File: src/rtl/csa_acc_ctrl_if.sv
// Port bundle for the carry-save accumulation controller: job control,
// operand beat stream and resolved result stream.
interface csa_acc_ctrl_if #(
  parameter int W     = 16,
  parameter int CNT_W = 8
);
  localparam int ACC_W = W + CNT_W + 2;

  logic             start;
  logic [CNT_W-1:0] cfg_beats;
  logic             in_valid;
  logic             in_ready;
  logic [W-1:0]     in_a;
  logic [W-1:0]     in_b;
  logic [W-1:0]     in_c;
  logic [W-1:0]     in_d;
  logic             out_valid;
  logic             out_ready;
  logic [ACC_W-1:0] out_data;
  logic             busy;

  // Valid/ready: a transfer happens on a rising edge where valid and ready are
  // both high; valid and its payload stay stable until that edge.
  modport master (
    output start, cfg_beats, in_valid, in_a, in_b, in_c, in_d, out_ready,
    input  in_ready, out_valid, out_data, busy
  );

  modport slave (
    input  start, cfg_beats, in_valid, in_a, in_b, in_c, in_d, out_ready,
    output in_ready, out_valid, out_data, busy
  );
endinterface

File: src/rtl/csa_acc_ctrl.sv
// Sums a job of 4-operand beats through two rows of 4:2 compressors into a
// redundant sum/carry accumulator, then resolves it with one carry-propagate add.
module csa_acc_ctrl #(
  parameter int W     = 16,
  parameter int CNT_W = 8
) (
  input  logic              clk,
  input  logic              rst_n,
  csa_acc_ctrl_if.slave     bus,
  output logic [1:0]        dbg_state
);
  localparam int ACC_W = W + CNT_W + 2;

  typedef enum logic [1:0] {
    IDLE    = 2'd0,
    ACC     = 2'd1,
    RESOLVE = 2'd2,
    OUT     = 2'd3
  } state_t;

  state_t           state;
  logic [CNT_W-1:0] cnt;
  logic [ACC_W-1:0] acc_s;
  logic [ACC_W-1:0] acc_c;
  logic             in_ready_q;
  logic             out_valid_q;
  logic             busy_q;
  logic [ACC_W-1:0] out_data_q;

  logic [ACC_W-1:0] ext_a, ext_b, ext_c, ext_d;
  logic [ACC_W-1:0] s1, c1, s2, c2;
  logic             accept;

  // Returns {sum, carry}; the represented value is sum + 2*carry (mod 2^ACC_W).
  // The inter-bit carry chain only ripples one position, never further.
  function automatic logic [2*ACC_W-1:0] compress42(
    input logic [ACC_W-1:0] x1,
    input logic [ACC_W-1:0] x2,
    input logic [ACC_W-1:0] x3,
    input logic [ACC_W-1:0] x4
  );
    logic [ACC_W-1:0] t, co, ci, s, c;
    t  = x1 ^ x2 ^ x3;
    co = (x1 & x2) | (x1 & x3) | (x2 & x3);
    ci = {co[ACC_W-2:0], 1'b0};
    s  = t ^ x4 ^ ci;
    c  = (t & x4) | (t & ci) | (x4 & ci);
    return {s, c};
  endfunction

  always_comb begin
    ext_a = {{(ACC_W-W){bus.in_a[W-1]}}, bus.in_a};
    ext_b = {{(ACC_W-W){bus.in_b[W-1]}}, bus.in_b};
    ext_c = {{(ACC_W-W){bus.in_c[W-1]}}, bus.in_c};
    ext_d = {{(ACC_W-W){bus.in_d[W-1]}}, bus.in_d};
    {s1, c1} = compress42(ext_a, ext_b, ext_c, ext_d);
    {s2, c2} = compress42(s1, c1 << 1, acc_s, acc_c << 1);
  end

  assign accept = bus.in_valid & in_ready_q;

  always_ff @(posedge clk or negedge rst_n) begin
    if (!rst_n) begin
      state       <= IDLE;
      cnt         <= '0;
      acc_s       <= '0;
      acc_c       <= '0;
      in_ready_q  <= 1'b0;
      out_valid_q <= 1'b0;
      busy_q      <= 1'b0;
      out_data_q  <= '0;
    end else begin
      case (state)
        IDLE: begin
          if (bus.start) begin
            acc_s  <= '0;
            acc_c  <= '0;
            cnt    <= bus.cfg_beats;
            busy_q <= 1'b1;
            if (bus.cfg_beats != '0) begin
              state      <= ACC;
              in_ready_q <= 1'b1;
            end else begin
              state <= RESOLVE;
            end
          end
        end
        ACC: begin
          if (accept) begin
            acc_s <= s2;
            acc_c <= c2;
            cnt   <= cnt - 1'b1;
            if (cnt == CNT_W'(1)) begin
              state      <= RESOLVE;
              in_ready_q <= 1'b0;
            end
          end
        end
        RESOLVE: begin
          out_data_q  <= acc_s + (acc_c << 1);
          out_valid_q <= 1'b1;
          state       <= OUT;
        end
        OUT: begin
          if (bus.out_ready) begin
            out_valid_q <= 1'b0;
            busy_q      <= 1'b0;
            state       <= IDLE;
          end
        end
        default: state <= IDLE;
      endcase
    end
  end

  assign bus.in_ready  = in_ready_q;
  assign bus.out_valid = out_valid_q;
  assign bus.out_data  = out_data_q;
  assign bus.busy      = busy_q;
  assign dbg_state     = state;
endmodule
File: src/flat_wrapper.sv
// flat-port wrapper written by rule: the top's interface ports become plain ports
module csa_acc_ctrl_flat 
#(
  parameter int W     = 16,
  parameter int CNT_W = 8
)
  (clk, rst_n, dbg_state, bus_start, bus_cfg_beats, bus_in_valid, bus_in_a, bus_in_b, bus_in_c, bus_in_d, bus_out_ready, bus_in_ready, bus_out_valid, bus_out_data, bus_busy);
  csa_acc_ctrl_if #(.W(W), .CNT_W(CNT_W)) bus_i ();
  input  logic clk;
  input  logic rst_n;
  output logic [1:0] dbg_state;
  input wire logic [$bits(bus_i.start)-1:0] bus_start;
  input wire logic [$bits(bus_i.cfg_beats)-1:0] bus_cfg_beats;
  input wire logic [$bits(bus_i.in_valid)-1:0] bus_in_valid;
  input wire logic [$bits(bus_i.in_a)-1:0] bus_in_a;
  input wire logic [$bits(bus_i.in_b)-1:0] bus_in_b;
  input wire logic [$bits(bus_i.in_c)-1:0] bus_in_c;
  input wire logic [$bits(bus_i.in_d)-1:0] bus_in_d;
  input wire logic [$bits(bus_i.out_ready)-1:0] bus_out_ready;
  output wire logic [$bits(bus_i.in_ready)-1:0] bus_in_ready;
  output wire logic [$bits(bus_i.out_valid)-1:0] bus_out_valid;
  output wire logic [$bits(bus_i.out_data)-1:0] bus_out_data;
  output wire logic [$bits(bus_i.busy)-1:0] bus_busy;
  assign bus_i.start = bus_start;
  assign bus_i.cfg_beats = bus_cfg_beats;
  assign bus_i.in_valid = bus_in_valid;
  assign bus_i.in_a = bus_in_a;
  assign bus_i.in_b = bus_in_b;
  assign bus_i.in_c = bus_in_c;
  assign bus_i.in_d = bus_in_d;
  assign bus_i.out_ready = bus_out_ready;
  assign bus_in_ready = bus_i.in_ready;
  assign bus_out_valid = bus_i.out_valid;
  assign bus_out_data = bus_i.out_data;
  assign bus_busy = bus_i.busy;
  csa_acc_ctrl #(.W(W), .CNT_W(CNT_W)) u_core (.clk(clk), .rst_n(rst_n), .bus(bus_i), .dbg_state(dbg_state));
endmodule
File: config.mk
export PLATFORM = sky130hd
export DESIGN_NAME = csa_acc_ctrl_flat
export DESIGN_NICKNAME = d
export VERILOG_FILES = /design/src/rtl/csa_acc_ctrl_if.sv /design/src/rtl/csa_acc_ctrl.sv /design/src/flat_wrapper.sv
export SDC_FILE = /design/constraint.sdc
export NUM_CORES = 1
export LEC_CHECK = 0
export ABC_AREA = 1
export BUFFER_PORTS_ARGS = -buffer_cell sky130_fd_sc_hd__buf_2
export CORE_MARGIN = 2
export CORE_UTILIZATION = 40
export CTS_CLUSTER_DIAMETER = 120
export DETAILED_ROUTE_END_ITERATION = 7
export HOLD_SLACK_MARGIN = 0.15
export PLACE_DENSITY_LB_ADDON = 0.25
export SLEW_MARGIN = 20
export SYNTH_ARGS = -nofsm -noshare
export SYNTH_HDL_FRONTEND = slang
export SYNTH_SLANG_ARGS = --single-unit
File: constraint.sdc
create_clock -name clk -period 1.9 [get_ports clk]
set_input_delay 0.285 -clock clk [delete_from_list [all_inputs] [get_ports clk]]
set_output_delay 0.285 -clock clk [all_outputs]
set_load 0.05 [all_outputs]
# Yosys cells after proc, flatten, opt, wreduce, memory -nomap -nowiden
# Cells that the tools add are included.
# op_classes
n_eq_ne	9
addsub	2
bitwise	29
mux	23
n_reduce_logical	10
# op_table
operator	n
bitwise AND 25 bit	12
XOR 26 bit	8
bitwise OR 25 bit	8
2-to-1 mux 26 bit	2
one-hot mux 26 bit (2 select lines)	1
one-hot mux 25 bit (2 select lines)	1
adder 26 bit	1
2-to-1 mux 25 bit	1
2-to-1 mux 8 bit	2
one-hot mux 8 bit (2 select lines)	1
2-to-1 mux 2 bit	5
== test 8 x 1 -> 1 bit (second input constant)	1
one-hot mux 2 bit (4 select lines)	1
nonzero test 8 bit	1
subtractor 8 x 1 -> 8 bit (second input constant)	1
2-to-1 mux 1 bit	6
!= test 2 x 1 -> 1 bit (second input constant)	3
one-hot mux 1 bit (2 select lines)	3
AND reduction 3 bit	2
nonzero test 2 bit	3
AND reduction 5 bit	1
== test 2 bit (second input constant)	2
!= test 2 bit (second input constant)	2
AND reduction 4 bit	1
4 further kinds	4
# word_totals
wordCells	81
register_bits	90
input_bits	77
output_inout_bits	31

# Depth between registers and ports, before layout
# depth
depth_word	14
mapped_depth	12
ltp_nobuf	12

# Worst setup path after synthesis
# No wires, ideal clock.
# synth_path
path_kind	input-to-reg
start	input port bus_in_c[15]
end	register u_core.acc_s[22]
setup_time_ns	0.083
required_ns	1.817
stages	9
t_arrival_ns	2.974
setup_slack_ns	-1.157
n_path_buf	0
cell_sequence	inv_1 -> fa_1 -> inv_1 -> nand2_1 -> a21oi_1 -> fa_1 -> fa_1 -> nand2_1 -> o21ai_0
# synth_via
elab_chain_cells	12
word_cells_on_any_way	23
cone_classes	mux (2); bitwise (21)
# synth_rtl
item	line	text
start, declared	flat_wrapper.sv:17	input wire logic [$bits(bus_i.in_c)-1:0] bus_in_c;
bitwise AND 25 bit	csa_acc_ctrl.sv:44	co = (x1 & x2) | (x1 & x3) | (x2 & x3);
bitwise OR 25 bit (2 in series)	csa_acc_ctrl.sv:44	
bitwise AND 25 bit	csa_acc_ctrl.sv:47	c = (t & x4) | (t & ci) | (x4 & ci);
bitwise OR 25 bit (2 in series)	csa_acc_ctrl.sv:47	
XOR 26 bit or bitwise AND 25 bit (tied branches)	csa_acc_ctrl.sv:43, csa_acc_ctrl.sv:44	
XOR 26 bit or bitwise OR 25 bit (tied branches)	csa_acc_ctrl.sv:43, csa_acc_ctrl.sv:44	
XOR 26 bit or bitwise OR 25 bit (tied branches)	csa_acc_ctrl.sv:46, csa_acc_ctrl.sv:44	
XOR 26 bit (*)	csa_acc_ctrl.sv:46	s = t ^ x4 ^ ci;
2-to-1 mux 26 bit (*)	csa_acc_ctrl.sv:89	if (accept) begin
one-hot mux 26 bit (2 select lines) (*)	csa_acc_ctrl.sv:73	case (state)
end signal, assigned	csa_acc_ctrl.sv:66	acc_s <= '0;
end signal, assigned	csa_acc_ctrl.sv:76	acc_s <= '0;
end signal, assigned	csa_acc_ctrl.sv:90	acc_s <= s2;
end, declared	csa_acc_ctrl.sv:23	logic [ACC_W-1:0] acc_s;
# Mark *: on every way between the ends. The rest lies on a longest branch, timed or not. The select of a mux whose other input is x is not followed.
# A chain may end at the register's enable or synchronous reset.

# Worst setup path after layout
# layout_path
start	input port bus_in_a[15]
end	register u_core.acc_s[16]
# layout_via
elab_chain_cells	11
word_cells_on_any_way	22
cone_classes	mux (2); bitwise (20)
# layout_rtl
item	line	text
start, declared	flat_wrapper.sv:15	input wire logic [$bits(bus_i.in_a)-1:0] bus_in_a;
XOR 26 bit (2 in series)	csa_acc_ctrl.sv:43	t = x1 ^ x2 ^ x3;
bitwise AND 25 bit	csa_acc_ctrl.sv:47	
bitwise OR 25 bit (2 in series)	csa_acc_ctrl.sv:47	
XOR 26 bit (2 in series)	csa_acc_ctrl.sv:43	
XOR 26 bit	csa_acc_ctrl.sv:46	
XOR 26 bit (*)	csa_acc_ctrl.sv:46	
2-to-1 mux 26 bit (*)	csa_acc_ctrl.sv:89	
one-hot mux 26 bit (2 select lines) (*)	csa_acc_ctrl.sv:73	
# Marks and branches as above.

==> key figures <==
Clocking
  • CTS root buffer: clkbuf_16
  • Clk slew on worst S/H paths: 0.07 ns
  • Max clock buf depth: 2
  • CTS Buf Count: 9
  • CTS sink cnt: 89
  • CTS tree: done
  • Later-pin clock latency in the skew report: 0.36 ns
  • H-tree depth: 3

Worst setup path
  • Crit path launch type: input pin
  • Launch point of the worst path: bus_in_a[15]
  • Critical path endpoint category: register
  • Flop-to-flop setup slack: 0.03 ns
  • Reg2Reg Depth: 5
  • Kind of critical path: input pin to register
  • Worst path required time: 2.15 ns
  • Reg2reg end: u_core.acc_s[2]
  • Worst R2R Start: u_core.acc_s[2]
  • Critical Path Fanout Max: 5
  • WP data arrival: 2.71 ns

Worst hold path
  • Worst min-delay path class: input pin to register
  • Worst Hold Depth: 3
  • Hold_sp: bus_cfg_beats[1]
  • Hold path endpoint: u_core.cnt[1]

Yosys
  • Syn avg cell area: 8.181 um2
  • Warnings from Yosys: 0
  • Sequential-to-total area share from yosys stat: 0.3087
  • Mapped Cells: 882
  • Synthesized area: 7216 um2
  • Cell variety after synth: 37
  • Post-synthesis register bit count: 89
  • Syn_nets: 1,070

STA
  • Final Hold Vio Count: 0
  • Setup violators final: 49
  • Setup_tns: -16.03 ns
  • Clock Skew: 0.01004 ns
  • Worst-Margin Slew: 0.5179 ns
  • Final WS setup: -0.5666 ns
  • FMAX: 405.4 MHz
  • Slew margin rel.: 0.6548
  • Final period util: 1.298
  • RSZ-0062 raised after global routing: yes
  • Max Transition Viols Final: 0
  • Tmin final: 2.467 ns

Outcome
  • Status: complete, but fails checks
  • Failing checks: setup timing

GRT
  • First-pass GRT wire length: 29.05 mm
  • Vias in the first global route: 6,125
  • Largest net degree at the start of global routing: 50
  • Total Routing Usage GR: 0.1860
  • Congestion Overflow GR: 0
  • Initial antenna violation count: 0

Final layout
  • NumNets Final: 1,210
  • Synth-to-Final Area Change: 27.40%
  • Antenna Cells: 0
  • Filler cells: 1,693
  • Layout cells sized above 1: 0.2746

Detailed routing
  • Iteration-0 DRC Markers: 281
  • 1st-pass router iterations: 4
  • WL final: 16.58 mm
  • Vias: 6,020
  • DRC: 0
  • Via density: 4.793
  • Routed len/inst: 13.20 um
  • Post-route ant nets: 0

Job
  • Max cap viols: 0

Floorplanning
  • CORE AREA: 17,840 um2
  • Site Rows: 49
  • Initial cell density of the core: 0.4044
  • Die X: 138.3 um
  • Die Span Y: 138.3 um
  • # IOs: 108
  • Die footprint: 19,130 um2

Placed design
  • HPWL after DPL: 12.90 mm
  • I/O Buffers: 107
  • Final RePlAce weighted congestion: 0.8440

Power and ir drop
  • VDD IR-drop max: 0.6584 mV
  • Pwr dens: 1341 nW/um2
  • Tot Pwr: 12.33 mW
  • LEAKAGE: 4.467 nW
-- timing repair --
item,CTS,global route
setup endpoints to repair,54,67
hold buffers,2,0
pin swaps,31,26
buffers inserted,5,1
gates resized for setup,49,51
cloned,1,0
endpoints found under the hold margin,36,0
-- sequential cells by signal (all words and copies together) (netlist names) --
register	flops
u_core.cnt	8
u_core.acc_s	26
u_core.bus.in_ready	1
u_core.bus.out_data	26
u_core.bus.out_valid	1
u_core.dbg_state	2
u_core.bus.busy	1
u_core.acc_c	24
-- synth_stat cells, drive strengths merged --
| master | count | share of area |
|---|---|---|
| a21oi | 16 | 0.013 |
| a31oi | 2 | 0.0017 |
| and2 | 2 | 0.0017 |
| buf | 13 | 0.010 |
| clkbuf | 11 | 0.0085 |
| dfrtp | 89 | 0.31 |
| fa | 78 | 0.22 |
| ha | 33 | 0.057 |
| inv | 98 | 0.051 |
| nand2 | 335 | 0.18 |
| nand3 | 35 | 0.026 |
| nand3b | 6 | 0.0062 |
| nand4 | 8 | 0.0069 |
| nor2 | 52 | 0.031 |
| nor3 | 3 | 0.0021 |
| nor3b | 1 | 0.0010 |
| o211ai | 3 | 0.0031 |
| o21ai | 78 | 0.054 |
| o22ai | 1 | 0.00087 |
| o31ai | 1 | 0.0017 |
| or2 | 5 | 0.0047 |
| xnor2 | 10 | 0.012 |
| xor2 | 2 | 0.0024 |
-- metrics by stage --
step | std cells | worst slack [ns] | instance area (um2) | hold WS, ns | utilization
after floorplan | 882 | -0.7261 | 7312 | -0.01059 | -
final | 1256 | -0.5666 | 9193 | 0.1916 | 0.5153
after detailed placement | 1231 | -0.9737 | 8334 | 0.2895 | 0.4671
after global placement | 1231 | -0.9215 | 8334 | 0.2878 | 0.4671
after CTS | 1255 | -0.5611 | 8920 | 0.1839 | 0.5000
after global routing | 1256 | -0.6572 | 9193 | 0.2242 | 0.5153
-- metal layers --
layer / track usage / share of wire / vias up
met1: 0.2586 / 0.48 / 2852
met2: 0.3033 / 0.47 / 104
met4: 0.05585 / 0.012 / 0
met5: 0 / 0 / -
li1: - / - / 3051
met3: 0.02806 / 0.037 / 13
-- cells by family (layout without fill, tap and decap cells) --
kind of cell / Yosys count / count (layout) / synth area share
buffers and inverters: 122 / 267 / 0.06971
AND/OR/NAND/NOR: 447 / 447 / 0.2587
adder cells (fa/ha/maj): 111 / 111 / 0.2736
XOR/XNOR: 12 / 12 / 0.01457
AO/OA/AOI/OAI: 101 / 101 / 0.07474
flip-flops: 89 / 89 / 0.3087
-- how the worst max path moves through the flow --
| stage | endpoint | slack [ns] | depth (start not counted) |
|---|---|---|---|
| finish | u_core.acc_s[16] | -0.57 | 13 |
| global route | u_core.acc_s[16] | -0.66 | 13 |
| CTS | u_core.acc_s[24] | -0.56 | 13 |
| detailed placement | u_core.acc_s[22] | -0.97 | 13 |
| global placement | u_core.acc_s[21] | -0.92 | 13 |
| floorplan | u_core.acc_s[22] | -0.73 | 12 |
-- where the power goes --
group | internal, mW | total, mW | switching (mW)
Sequential | 2.53 | 3.16 | 0.636
Clock | 1.23 | 2.01 | 0.779
Combinational | 2.89 | 7.16 | 4.27
-- critical path, cell delays in order --
cell        delay (ns)
buf_8             0.08
inv_8             0.02
fa_1              0.54
inv_2             0.05
nor2_4            0.09
inv_2             0.05
nand2_4           0.08
xnor2_4           0.14
clkinvlp_4        0.23
fa_2              0.58
fa_2              0.42
nand2_1           0.07
o21ai_1           0.07
-- layout by cell type (no fill, tap or decap), types with 7 or more instances in the layout --
cell,synthesis,layout
a21oi_1,14,13
buf_2,11,89
buf_4,1,37
buf_6,1,19
clkbuf_16,0,9
dfrtp_1,89,89
fa_1,78,41
fa_2,0,37
ha_1,33,12
ha_4,0,16
inv_1,95,89
inv_2,3,7
nand2_1,325,316
nand2_2,8,16
nand3_1,33,31
nand4_1,8,8
nor2_1,42,41
nor2_2,9,8
o21ai_0,75,28
o21ai_1,3,44
xnor2_1,10,8
-- layout make-up --
class | count | area, um2 | share of cell area
Tap cell | 229 | 286.5 | 0.03117
Timing Repair Buffer | 152 | 1052 | 0.1145
Clock buffer | 12 | 256.5 | 0.02790
Sequential cell | 89 | 2227 | 0.2423
Multi-Input combinational cell | 671 | 4908 | 0.5340
Timing Repair inverter | 1 | 7.507 | 0.0008167
Clock inverter | 4 | 73.82 | 0.008030
Inverter | 98 | 380.4 | 0.04138
Note: power is estimated with default switching activity, not from simulation.
